[config.mk]
export PLATFORM = sky130hd
export DESIGN_NAME = kbd_scan_ctrl
export DESIGN_NICKNAME = d
export VERILOG_FILES = /design/src/rtl/bk_kbd_pkg.sv /design/src/rtl/kbd_transl.sv /design/src/rtl/kbd_scan_ctrl.sv
export SDC_FILE = /design/constraint.sdc
export NUM_CORES = 1
export LEC_CHECK = 0
export BUFFER_PORTS_ARGS = -buffer_cell sky130_fd_sc_hd__buf_2
export CORE_MARGIN = 4
export CORE_UTILIZATION = 48
export CTS_BUF_LIST = sky130_fd_sc_hd__clkbuf_8
export DETAILED_ROUTE_END_ITERATION = 7
export GPL_TIMING_DRIVEN = 0
export PLACE_DENSITY = 0.67
export REMOVE_ABC_BUFFERS = 1
export SLEW_MARGIN = 30
export SYNTH_ARGS = -nofsm -noshare
export SYNTH_HDL_FRONTEND = slang
export SYNTH_SLANG_ARGS = --single-unit
[constraint.sdc]
create_clock -name clk -period 3.3 [get_ports clk]
set_input_delay 0.66 -clock clk [delete_from_list [all_inputs] [get_ports clk]]
set_output_delay 0.66 -clock clk [all_outputs]
set_load 0.02 [all_outputs]
[src/rtl/bk_kbd_pkg.sv]
// Shared constants and types for the BK-0010 PS/2 keyboard front end.
package bk_kbd_pkg;

    localparam logic [7:0] PfxBrk = 8'hF0;
    localparam logic [7:0] PfxExt = 8'hE0;
    localparam logic [7:0] PfxE1  = 8'hE1;

    typedef enum logic [2:0] {
        StIdle,
        StExt,
        StBrk,
        StExtBrk,
        StSkip
    } dec_state_e;

    localparam logic [7:0] VecKbd = 8'o060;
    localparam logic [7:0] VecAr2 = 8'o274;

    function automatic logic [7:0] irq_vector(input logic ar2);
        return ar2 ? VecAr2 : VecKbd;
    endfunction

endpackage

[src/rtl/kbd_transl.sv]
// Combinational PS/2 set-2 make code to BK-0010 character code lookup.
module kbd_transl (
    input  logic [7:0] code,
    input  logic       shift,
    output logic [6:0] ascii,
    output logic       autoar2
);

    logic [6:0] base;

    always_comb begin
        base    = 7'h00;
        autoar2 = 1'b0;
        case (code)
            8'h1C: base = 7'h61;  8'h32: base = 7'h62;  8'h21: base = 7'h63;
            8'h23: base = 7'h64;  8'h24: base = 7'h65;  8'h2B: base = 7'h66;
            8'h34: base = 7'h67;  8'h33: base = 7'h68;  8'h43: base = 7'h69;
            8'h3B: base = 7'h6A;  8'h42: base = 7'h6B;  8'h4B: base = 7'h6C;
            8'h3A: base = 7'h6D;  8'h31: base = 7'h6E;  8'h44: base = 7'h6F;
            8'h4D: base = 7'h70;  8'h15: base = 7'h71;  8'h2D: base = 7'h72;
            8'h1B: base = 7'h73;  8'h2C: base = 7'h74;  8'h3C: base = 7'h75;
            8'h2A: base = 7'h76;  8'h1D: base = 7'h77;  8'h22: base = 7'h78;
            8'h35: base = 7'h79;  8'h1A: base = 7'h7A;
            8'h16: base = 7'h31;  8'h1E: base = 7'h32;  8'h26: base = 7'h33;
            8'h25: base = 7'h34;  8'h2E: base = 7'h35;  8'h36: base = 7'h36;
            8'h3D: base = 7'h37;  8'h3E: base = 7'h38;  8'h46: base = 7'h39;
            8'h45: base = 7'h30;  8'h29: base = 7'h20;
            8'h5A: base = 7'o012; 8'h0D: base = 7'o011;
            8'h6B: base = 7'o010; 8'h74: base = 7'o031;
            8'h75: base = 7'o032; 8'h72: base = 7'o033;
            // F1 stands in for the BK AR2 key.
            8'h05: begin base = 7'o001; autoar2 = 1'b1; end
            default: base = 7'h00;
        endcase
        ascii = base;
        if (shift && base >= 7'h61 && base <= 7'h7A) begin
            ascii = base ^ 7'h20;
        end else if (shift && base >= 7'h31 && base <= 7'h39) begin
            ascii = base ^ 7'h10;
        end
    end

endmodule

[src/rtl/kbd_scan_ctrl.sv]
// PS/2 scan-code sequencer feeding kbd_transl, with the BK-0010 keyboard
// data/status registers, IRQ, overrun and key-down flags.
module kbd_scan_ctrl
    import bk_kbd_pkg::*;
#(
    parameter logic [7:0]  SHIFT_L = 8'h12,
    parameter logic [7:0]  SHIFT_R = 8'h59,
    parameter int unsigned E1_SKIP = 7
) (
    input  logic       clk,
    input  logic       reset_n,
    input  logic       scan_valid,
    input  logic [7:0] scan_code,
    input  logic       rd_data,
    input  logic       wr_status,
    input  logic       wr_mask,
    output logic [6:0] kbd_data,
    output logic       kbd_ready,
    output logic       int_mask,
    output logic       irq,
    output logic       irq_ar2,
    output logic       overrun,
    output logic       key_down
);

    localparam int unsigned CntW = (E1_SKIP > 1) ? $clog2(E1_SKIP) : 1;

    dec_state_e     state_q, state_d;
    logic [CntW-1:0] cnt_q, cnt_d;
    logic           shl_q, shl_d, shr_q, shr_d;
    logic [7:0]     last_make_q, last_make_d;
    logic           key_down_q, key_down_d;
    logic [7:0]     trans_code_q, trans_code_d;
    logic           trans_shift_q, trans_shift_d;
    logic           pend_q, pend_d;
    logic [6:0]     kbd_data_q, kbd_data_d;
    logic           kbd_ready_q, kbd_ready_d;
    logic           int_mask_q, int_mask_d;
    logic           irq_ar2_q, irq_ar2_d;
    logic           overrun_q, overrun_d;
    logic           make;
    logic [6:0]     ascii;
    logic           autoar2;

    kbd_transl u_transl (
        .code    (trans_code_q),
        .shift   (trans_shift_q),
        .ascii   (ascii),
        .autoar2 (autoar2)
    );

    always_comb begin
        state_d       = state_q;
        cnt_d         = cnt_q;
        shl_d         = shl_q;
        shr_d         = shr_q;
        last_make_d   = last_make_q;
        key_down_d    = key_down_q;
        trans_code_d  = trans_code_q;
        trans_shift_d = trans_shift_q;
        make          = 1'b0;
        if (scan_valid) begin
            unique case (state_q)
                StIdle: begin
                    if (scan_code == PfxBrk)       state_d = StBrk;
                    else if (scan_code == PfxExt)  state_d = StExt;
                    else if (scan_code == PfxE1) begin
                        state_d = StSkip;
                        cnt_d   = CntW'(E1_SKIP - 1);
                    end
                    else if (scan_code == SHIFT_L) shl_d = 1'b1;
                    else if (scan_code == SHIFT_R) shr_d = 1'b1;
                    else                           make  = 1'b1;
                end
                StExt: begin
                    state_d = StIdle;
                    if (scan_code == PfxBrk) state_d = StExtBrk;
                    // E0 12 / E0 59 are fake shifts emitted around extended keys.
                    else if (scan_code != SHIFT_L && scan_code != SHIFT_R) make = 1'b1;
                end
                StBrk, StExtBrk: begin
                    state_d = StIdle;
                    if (scan_code == SHIFT_L)          shl_d      = 1'b0;
                    else if (scan_code == SHIFT_R)     shr_d      = 1'b0;
                    else if (scan_code == last_make_q) key_down_d = 1'b0;
                end
                StSkip: begin
                    if (cnt_q == '0) state_d = StIdle;
                    else             cnt_d   = cnt_q - 1'b1;
                end
                default: state_d = StIdle;
            endcase
        end
        if (make) begin
            trans_code_d  = scan_code;
            trans_shift_d = shl_q | shr_q;
            key_down_d    = 1'b1;
            last_make_d   = scan_code;
        end
        pend_d = make;
    end

    always_comb begin
        kbd_data_d  = kbd_data_q;
        kbd_ready_d = kbd_ready_q;
        int_mask_d  = int_mask_q;
        irq_ar2_d   = irq_ar2_q;
        overrun_d   = overrun_q;
        if (rd_data) begin
            kbd_ready_d = 1'b0;
            overrun_d   = 1'b0;
        end
        if (pend_q && ascii != 7'h00) begin
            if (!kbd_ready_q || rd_data) begin
                kbd_data_d  = ascii;
                irq_ar2_d   = autoar2;
                kbd_ready_d = 1'b1;
            end else begin
                overrun_d = 1'b1;
            end
        end
        if (wr_status) int_mask_d = wr_mask;
    end

    always_ff @(posedge clk or negedge reset_n) begin
        if (!reset_n) begin
            state_q       <= StIdle;
            cnt_q         <= '0;
            shl_q         <= 1'b0;
            shr_q         <= 1'b0;
            last_make_q   <= 8'h00;
            key_down_q    <= 1'b0;
            trans_code_q  <= 8'h00;
            trans_shift_q <= 1'b0;
            pend_q        <= 1'b0;
            kbd_data_q    <= 7'h00;
            kbd_ready_q   <= 1'b0;
            int_mask_q    <= 1'b0;
            irq_ar2_q     <= 1'b0;
            overrun_q     <= 1'b0;
        end else begin
            state_q       <= state_d;
            cnt_q         <= cnt_d;
            shl_q         <= shl_d;
            shr_q         <= shr_d;
            last_make_q   <= last_make_d;
            key_down_q    <= key_down_d;
            trans_code_q  <= trans_code_d;
            trans_shift_q <= trans_shift_d;
            pend_q        <= pend_d;
            kbd_data_q    <= kbd_data_d;
            kbd_ready_q   <= kbd_ready_d;
            int_mask_q    <= int_mask_d;
            irq_ar2_q     <= irq_ar2_d;
            overrun_q     <= overrun_d;
        end
    end

    assign kbd_data  = kbd_data_q;
    assign kbd_ready = kbd_ready_q;
    assign int_mask  = int_mask_q;
    assign irq       = kbd_ready_q & ~int_mask_q;
    assign irq_ar2   = irq_ar2_q;
    assign overrun   = overrun_q;
    assign key_down  = key_down_q;

endmodule

# Word level (Yosys, flattened, before mapping)
# Index checks and enable logic that the tools add are counted.
dict set report totals {
  regBits 30
  latch_bits 0
  mem_bits_rw 0
  rom_bits 0
  inputBits 14
  output_inout_bits 13
  word_cells 167
  mem_count 0
}
dict set report classes {
  addsub 1
  mul 0
  div 0
  magnitude_cmp 4
  eq_ne 71
  n_shift 0
  muxes 50
  bitwise 5
  reduce_logical 23
}
# cell n
set ops {}
lappend ops {{$pmux W7 S44} 1}
lappend ops {{$eq A8 B6 Y1 const B} 23}
lappend ops {{$eq A8 B7 Y1 const B} 13}
lappend ops {{$eq A8 B5 Y1 const B} 8}
lappend ops {{$mux W1} 33}
lappend ops {{$ne A2 B2 Y1 const B} 14}
lappend ops {{$eq A8 B8 Y1 const B} 3}
lappend ops {{$mux W3} 8}
lappend ops {{$reduce_bool A2 Y1} 5}
lappend ops {{$pmux W3 S3} 1}
lappend ops {{$reduce_and A9 Y1} 1}
lappend ops {{$eq A8 B3 Y1 const B} 1}
lappend ops {{$eq A8 B4 Y1 const B} 1}
lappend ops {{$eq A8 B8 Y1} 1}
lappend ops {{$ne A8 B5 Y1 const B} 1}
lappend ops {{$ne A8 B7 Y1 const B} 1}
lappend ops {{$ge A7 B6 Y1 const B} 1}
lappend ops {{$ge A7 B7 Y1 const B} 1}
lappend ops {{$le A7 B6 Y1 const B} 1}
lappend ops {{$le A7 B7 Y1 const B} 1}
lappend ops {{$reduce_and A7 Y1} 1}
lappend ops {{$reduce_bool A7 Y1} 1}
lappend ops {{$eq A3 B2 Y1 const B} 2}
lappend ops {{$logic_and A1 B1 Y1} 6}
lappend ops {{other kinds (20)} 25}

# Logic depth before layout (Yosys ltp)
dict set report logic_depth {
  depth_word 10
  ltp_mapped 10
  mapped_depth_nobuf 7
}

# Modules after synthesis
# From an unflattened synthesis, not the netlist that was laid out.
dict set report unflattened {
  cells_unflattened 274
  area_unflattened_um2 2562.5
}
# mod instances cells_per_inst area_per_inst_um2 seq_area_each_um2
set by_module_without_submodules {}
lappend by_module_without_submodules {kbd_scan_ctrl 1 125 1493.9 750.7}
lappend by_module_without_submodules {kbd_transl 1 149 1068.5 0.0}

# Worst setup path before layout
# No wires, ideal clock.
dict set report synth_timing {
  kind {in2reg}
  startpoint {input scan_code[2]}
  endpoint {register trans_code_q[0]}
  setup_ns 0.125
  t_arrival_ns 2.398
  required_time_ns 3.175
  path_slack_ns 0.778
  path_stages 7
  n_path_buf 1
  cell_sequence {or2_2 -> nor4_1 -> nand2_1 -> a21oi_1 -> or4b_2 -> clkbuf_1 -> mux2_2}
}
dict set report synth_via {
  elab_chain_cells 8
  elab_cells_between_ends 17
  cone_classes {eq/ne: 7; mux: 9; reduce/logical: 1}
}
# element line_no
set synth_rtl {}
lappend synth_rtl {{start, declared} kbd_scan_ctrl.sv:13} ;# input logic [7:0] scan_code,
lappend synth_rtl {{$eq A8 B7 Y1} kbd_scan_ctrl.sv:72} ;# else if (scan_code == SHIFT_R) shr_d = 1'b1;
lappend synth_rtl {{$mux W1} kbd_scan_ctrl.sv:72}
lappend synth_rtl {{$mux W1} kbd_scan_ctrl.sv:71} ;# else if (scan_code == SHIFT_L) shl_d = 1'b1;
lappend synth_rtl {{$mux W1} kbd_scan_ctrl.sv:67} ;# else if (scan_code == PfxE1) begin
lappend synth_rtl {{$mux W1} kbd_scan_ctrl.sv:66} ;# else if (scan_code == PfxExt) state_d = StExt;
lappend synth_rtl {{$mux W1} kbd_scan_ctrl.sv:65} ;# if (scan_code == PfxBrk) state_d = StBrk;
lappend synth_rtl {{$pmux W1 S2 *} kbd_scan_ctrl.sv:63} ;# unique case (state_q)
lappend synth_rtl {{$mux W1 *} kbd_scan_ctrl.sv:62} ;# if (scan_valid) begin
lappend synth_rtl {{end signal, assigned} kbd_scan_ctrl.sv:148} ;# trans_code_q <= trans_code_d;
lappend synth_rtl {{end, declared} kbd_scan_ctrl.sv:33} ;# logic [7:0] trans_code_q, trans_code_d;
# Mark *: on every way between the ends. The rest lies on a longest branch, timed or not.
# A chain may end at the register's enable or synchronous reset.

# Final worst setup path
dict set report layout_timing {
  startpoint {register trans_code_q[4]}
  endpoint {register kbd_data_q[6] (netlist: kbd_data[6])}
}
dict set report layout_via {
  elab_chain_cells 10
  elab_cells_between_ends 60
  cone_classes {order compare: 4; eq/ne: 44; mux: 3; bitwise: 2; reduce/logical: 7}
}
# element line_no
set layout_rtl {}
lappend layout_rtl {{$eq A8 B3 Y1 (tied with other cells)} kbd_transl.sv:14} ;# case (code)
lappend layout_rtl {{$pmux W7 S44 *} kbd_transl.sv:14}
lappend layout_rtl {{$ge A7 B6 Y1} kbd_transl.sv:38} ;# end else if (shift && base >= 7'h31 && base <= 7'h39) begin
lappend layout_rtl {{$logic_and A1 B1 Y1 (2 in series)} kbd_transl.sv:38}
lappend layout_rtl {{$mux W5} kbd_transl.sv:38}
lappend layout_rtl {{$mux W6} kbd_transl.sv:36} ;# if (shift && base >= 7'h61 && base <= 7'h7A) begin
lappend layout_rtl {{$reduce_bool A7 Y1} kbd_scan_ctrl.sv:113} ;# if (pend_q && ascii != 7'h00) begin
lappend layout_rtl {{$logic_and A1 B1 Y1} kbd_scan_ctrl.sv:113}
lappend layout_rtl {{$reduce_and A2 Y1 (no line)} n/a}
lappend layout_rtl {{end signal, assigned} kbd_scan_ctrl.sv:151} ;# kbd_data_q <= kbd_data_d;
lappend layout_rtl {{end, declared} kbd_scan_ctrl.sv:36} ;# logic [6:0] kbd_data_q, kbd_data_d;
# Marked as above.

==> impl_metrics.py <==
metrics = {
    "power_and_ir_drop": {
        "p_switching_w": 0.00116,
        "leakagePower_nw": 1.16,
        "irDropWorstVdd_mv": 0.646,
        "swShare_pct": 49.1,
        "p_total_w": 0.00237,
        "p_int_w": 0.00120,
        "powerDensity_mw_per_mm2": 846,
        "p_clk_share_pct": 10.7,
        "power.share.sequential_pct": 40.0,
        "p_comb_share_pct": 49.3,
    },
    "die": {
        "coreArea_mm2": 0.00520,
        "die-area_mm2": 0.00669,
        "die_h_um": 81.8,
        "initial_core_util_pct": 50.2,
        "io_pins": 27,
        "die_x_um": 81.8,
        "rows": 26,
    },
    "synth": {
        "ys_warn_count": 0,
        "syn_area_mm2": 0.00261,
        "synthMuxAreaShare_pct": 9.67,
        "postSynth.asyncResetShare_pct": 100,
        "avgSynthCellArea_um2": 8.57,
        "synth_edf_count": 0,
        "synth_top_family_by_area": "simple AND/OR/NAND/NOR gates",
        "synth_cells": 305,
        "ys.flop_type": "dfrtp_1",
        "synthDistinctLibCells": 58,
        "synth_xor_area_share_pct": 4.02,
        "synthSimpleGateAreaFrac_pct": 30.9,
        "synthAdderAreaFrac_pct": 0.957,
        "synth_compound_area_share_pct": 17.9,
        "yosysSeqAreaShare_pct": 28.7,
        "synth-seq-cells": 30,
    },
    "clock_network": {
        "h-tree-depth": 2,
        "path_clk_slew_ns": 0.05,
        "root_buffer": "clkbuf_8",
        "hold_buffers": 0,
        "tritoncts": "done",
        "cts_buffers": 5,
        "clock_latency_ns": 0.27,
        "cts.path.max_buffers": 2,
        "cts_sinks": 30,
    },
    "cells_and_area": {
        "num_antenna_cells": 0,
        "synthToLayoutAreaGrowth_pct": 7.08,
        "utilization_pct": 53.8,
        "nNetsFinal": 331,
        "fin_cells": 385,
        "layout_common_cells": "buf_2 (26), dfrtp_1 (25), nand2_1 (23)",
        "layout-drive-gt1-share_pct": 20.0,
        "seq_area_um2": 757,
        "mostFrequentLayoutCell": "buf_2",
        "num-fill-cells": 478,
        "multi_input_area_mm2": 0.00167,
    },
    "timing": {
        "setup_viol": 0,
        "fin_crit_ns": 3.12,
        "finalClockSkew_ns": 0.00310,
        "tightest_slew_ns": 0.954,
        "max_freq_mhz": 320,
        "period_share_pct": 94.7,
        "finalHoldViolCount": 0,
        "final.setup.tns_ns": 0,
        "slew_viol_final": 0,
        "rsz0062_at_grt": "no",
        "worst_slew_margin_rel_pct": 36.4,
    },
    "global_route": {
        "grt_pass1_wl_mm": 10.3,
        "grt_overflow": 0,
        "grt_max_degree": 34,
        "first_global_vias": 2105,
        "antenna_found_initial": 0,
        "grt_usage_pct": 19.6,
    },
    "critical_path": {
        "cp_slowest_cell": "dfrtp_1",
        "cp_top_family": "flip-flops",
        "cp_max_fo": 28,
        "startpoint_type": "flop",
        "cp-end-kind": "flop",
        "cpPeakStageDelay_ns": 0.96,
        "path_buf_inv": 1,
        "critPathRequiredTime_ns": 3.45,
        "path_cells": "nor4b_4 > buf_4 > a21oi_1 > o32ai_1 > or4_4 > o41ai_4 > nor2b_2 > mux2_4",
        "crit_arrival_ns": 3.28,
        "path_class": "reg -> reg",
    },
    "run": {
        "maxCapViolations": 0,
    },
    "placement": {
        "dp.cells": 375,
        "gp_congestion": 0.924,
        "hpwlAfterDp_mm": 4.21,
        "io_buffers": 26,
    },
    "routing": {
        "wirelength_mm": 6.17,
        "post-route-drc-count": 0,
        "avgViaCountPerCell": 6.18,
        "num_vias": 2378,
        "firstDrtPassIters": 5,
        "wl_per_cell_um": 16.0,
        "final_antenna_net_count": 0,
        "first_iter_violations": 246,
    },
    "worst_hold_path": {
        "hp-class": "in -> async",
    },
    "run_status": {
        "status": "complete, no violations",
    },
}
==> synthesized netlist by cell type (4+ instances only) <==
cell | n | area share [%]
dfrtp_1 | 30 | 29
nand2_1 | 23 | 3.3
nor2_1 | 17 | 2.4
inv_1 | 16 | 2.3
buf_2 | 15 | 2.9
nor2b_1 | 14 | 3.4
a21oi_1 | 13 | 2.5
nand3_1 | 11 | 2.1
o21ai_0 | 11 | 2.1
mux2_2 | 10 | 4.3
nor3_1 | 10 | 1.9
a22oi_1 | 8 | 2.3
mux2i_1 | 8 | 3.1
nor3b_1 | 7 | 2.0
xor2_1 | 7 | 2.3
clkbuf_1 | 6 | 0.86
nand2b_1 | 6 | 1.4
nand4_1 | 6 | 1.4
nor4_1 | 6 | 1.4
nor4bb_1 | 5 | 1.9
o211ai_1 | 5 | 1.4
o32ai_1 | 5 | 1.7
xnor2_1 | 5 | 1.7
a32oi_1 | 4 | 1.3
mux2_4 | 4 | 2.3
nor4b_1 | 4 | 1.3
==> per-layer routing <==
layer  wire, um  up-vias  track usage, %
met3        367       13            3.95
met5          0        -               0
li1           -     1155               -
met1       2780     1128            28.8
met4        114        0            6.31
met2       2900       82            28.4
==> registers in the layout, summed over array words and instances (netlist names) <==
register,cells
cnt_q,3
int_mask,1
irq_ar2,1
kbd_data,7
kbd_ready,1
key_down,1
overrun,1
pend_q,1
shl_q,1
shr_q,1
state_q,3
trans_code_q,8
trans_shift_q,1
==> stage by stage <==
stage | hold WS, ns | area [um^2] | setup slack (ns)
2_1_floorplan | 0.364 | 2470 | 0.518
3_3_place_gp | 0.458 | 2690 | -0.0353
3_5_place_dp | 0.465 | 2690 | -0.00642
4_1_cts | 0.438 | 2760 | 0.0968
5_1_grt | 0.466 | 2800 | 0.00871
6_report | 0.420 | 2800 | 0.175
==> kinds of logic (layout without fill, tap and decap cells) <==
group           count (synthesis)  count (layout)
compound gates                 65              65
xor+xnor                       12              12
fa+ha+maj                       2               2
buf+inv                        42              52
flops                          30              30
mux                            22              22
simple gates                  132             132
==> power by group through the flow <==
stage / combinational, W / clock, W / sequential (W)
floorplan: 0.000859 / 0 / 0.000854
global placement: 0.00113 / 0 / 0.000919
detailed placement: 0.00114 / 0 / 0.000926
CTS: 0.00115 / 0.000267 / 0.000919
global route: 0.00130 / 0.000283 / 0.000988
finish: 0.00117 / 0.000254 / 0.000946
==> final cells by class <==
type | count | share of cell area, %
Multi-Input combinational cell | 233 | 59.5
Sequential cell | 30 | 27.0
Timing Repair Buffer | 29 | 5.45
Tap cell | 70 | 3.13
Clock buffer | 5 | 2.46
Inverter | 16 | 2.15
Clock inverter | 2 | 0.268
==> repair_timing <==
item / in CTS / in global routing
resized for setup: 1 / 2
setup endpoints to repair: 1 / 8
endpoints found under the hold margin: 0 / 0
buffers inserted: 0 / 3
pin swaps: 0 / 1
==> final timing paths <==
| check | to | slack [ns] | depth (start not counted) | from |
|---|---|---|---|---|
| worst max-delay path | kbd_data[6]$_DFFE_PN0P_ | 0.18 | 8 | trans_code_q[4]$_DFFE_PN0P_ |
| worst min-delay path | kbd_data[6]$_DFFE_PN0P_ | 0.42 | 1 | reset_n |
| worst max register to register | kbd_data[6]$_DFFE_PN0P_ | 0.18 | 8 | trans_code_q[4]$_DFFE_PN0P_ |
| worst min register to register | cnt_q[2]$_DFFE_PN0P_ | 0.47 | 1 | cnt_q[2]$_DFFE_PN0P_ |
| max in group asynchronous | trans_code_q[2]$_DFFE_PN0P_ | 2.41 | 1 | reset_n |
| min in group clk | cnt_q[2]$_DFFE_PN0P_ | 0.47 | 1 | cnt_q[2]$_DFFE_PN0P_ |
Power figures use the tool's default switching activity.
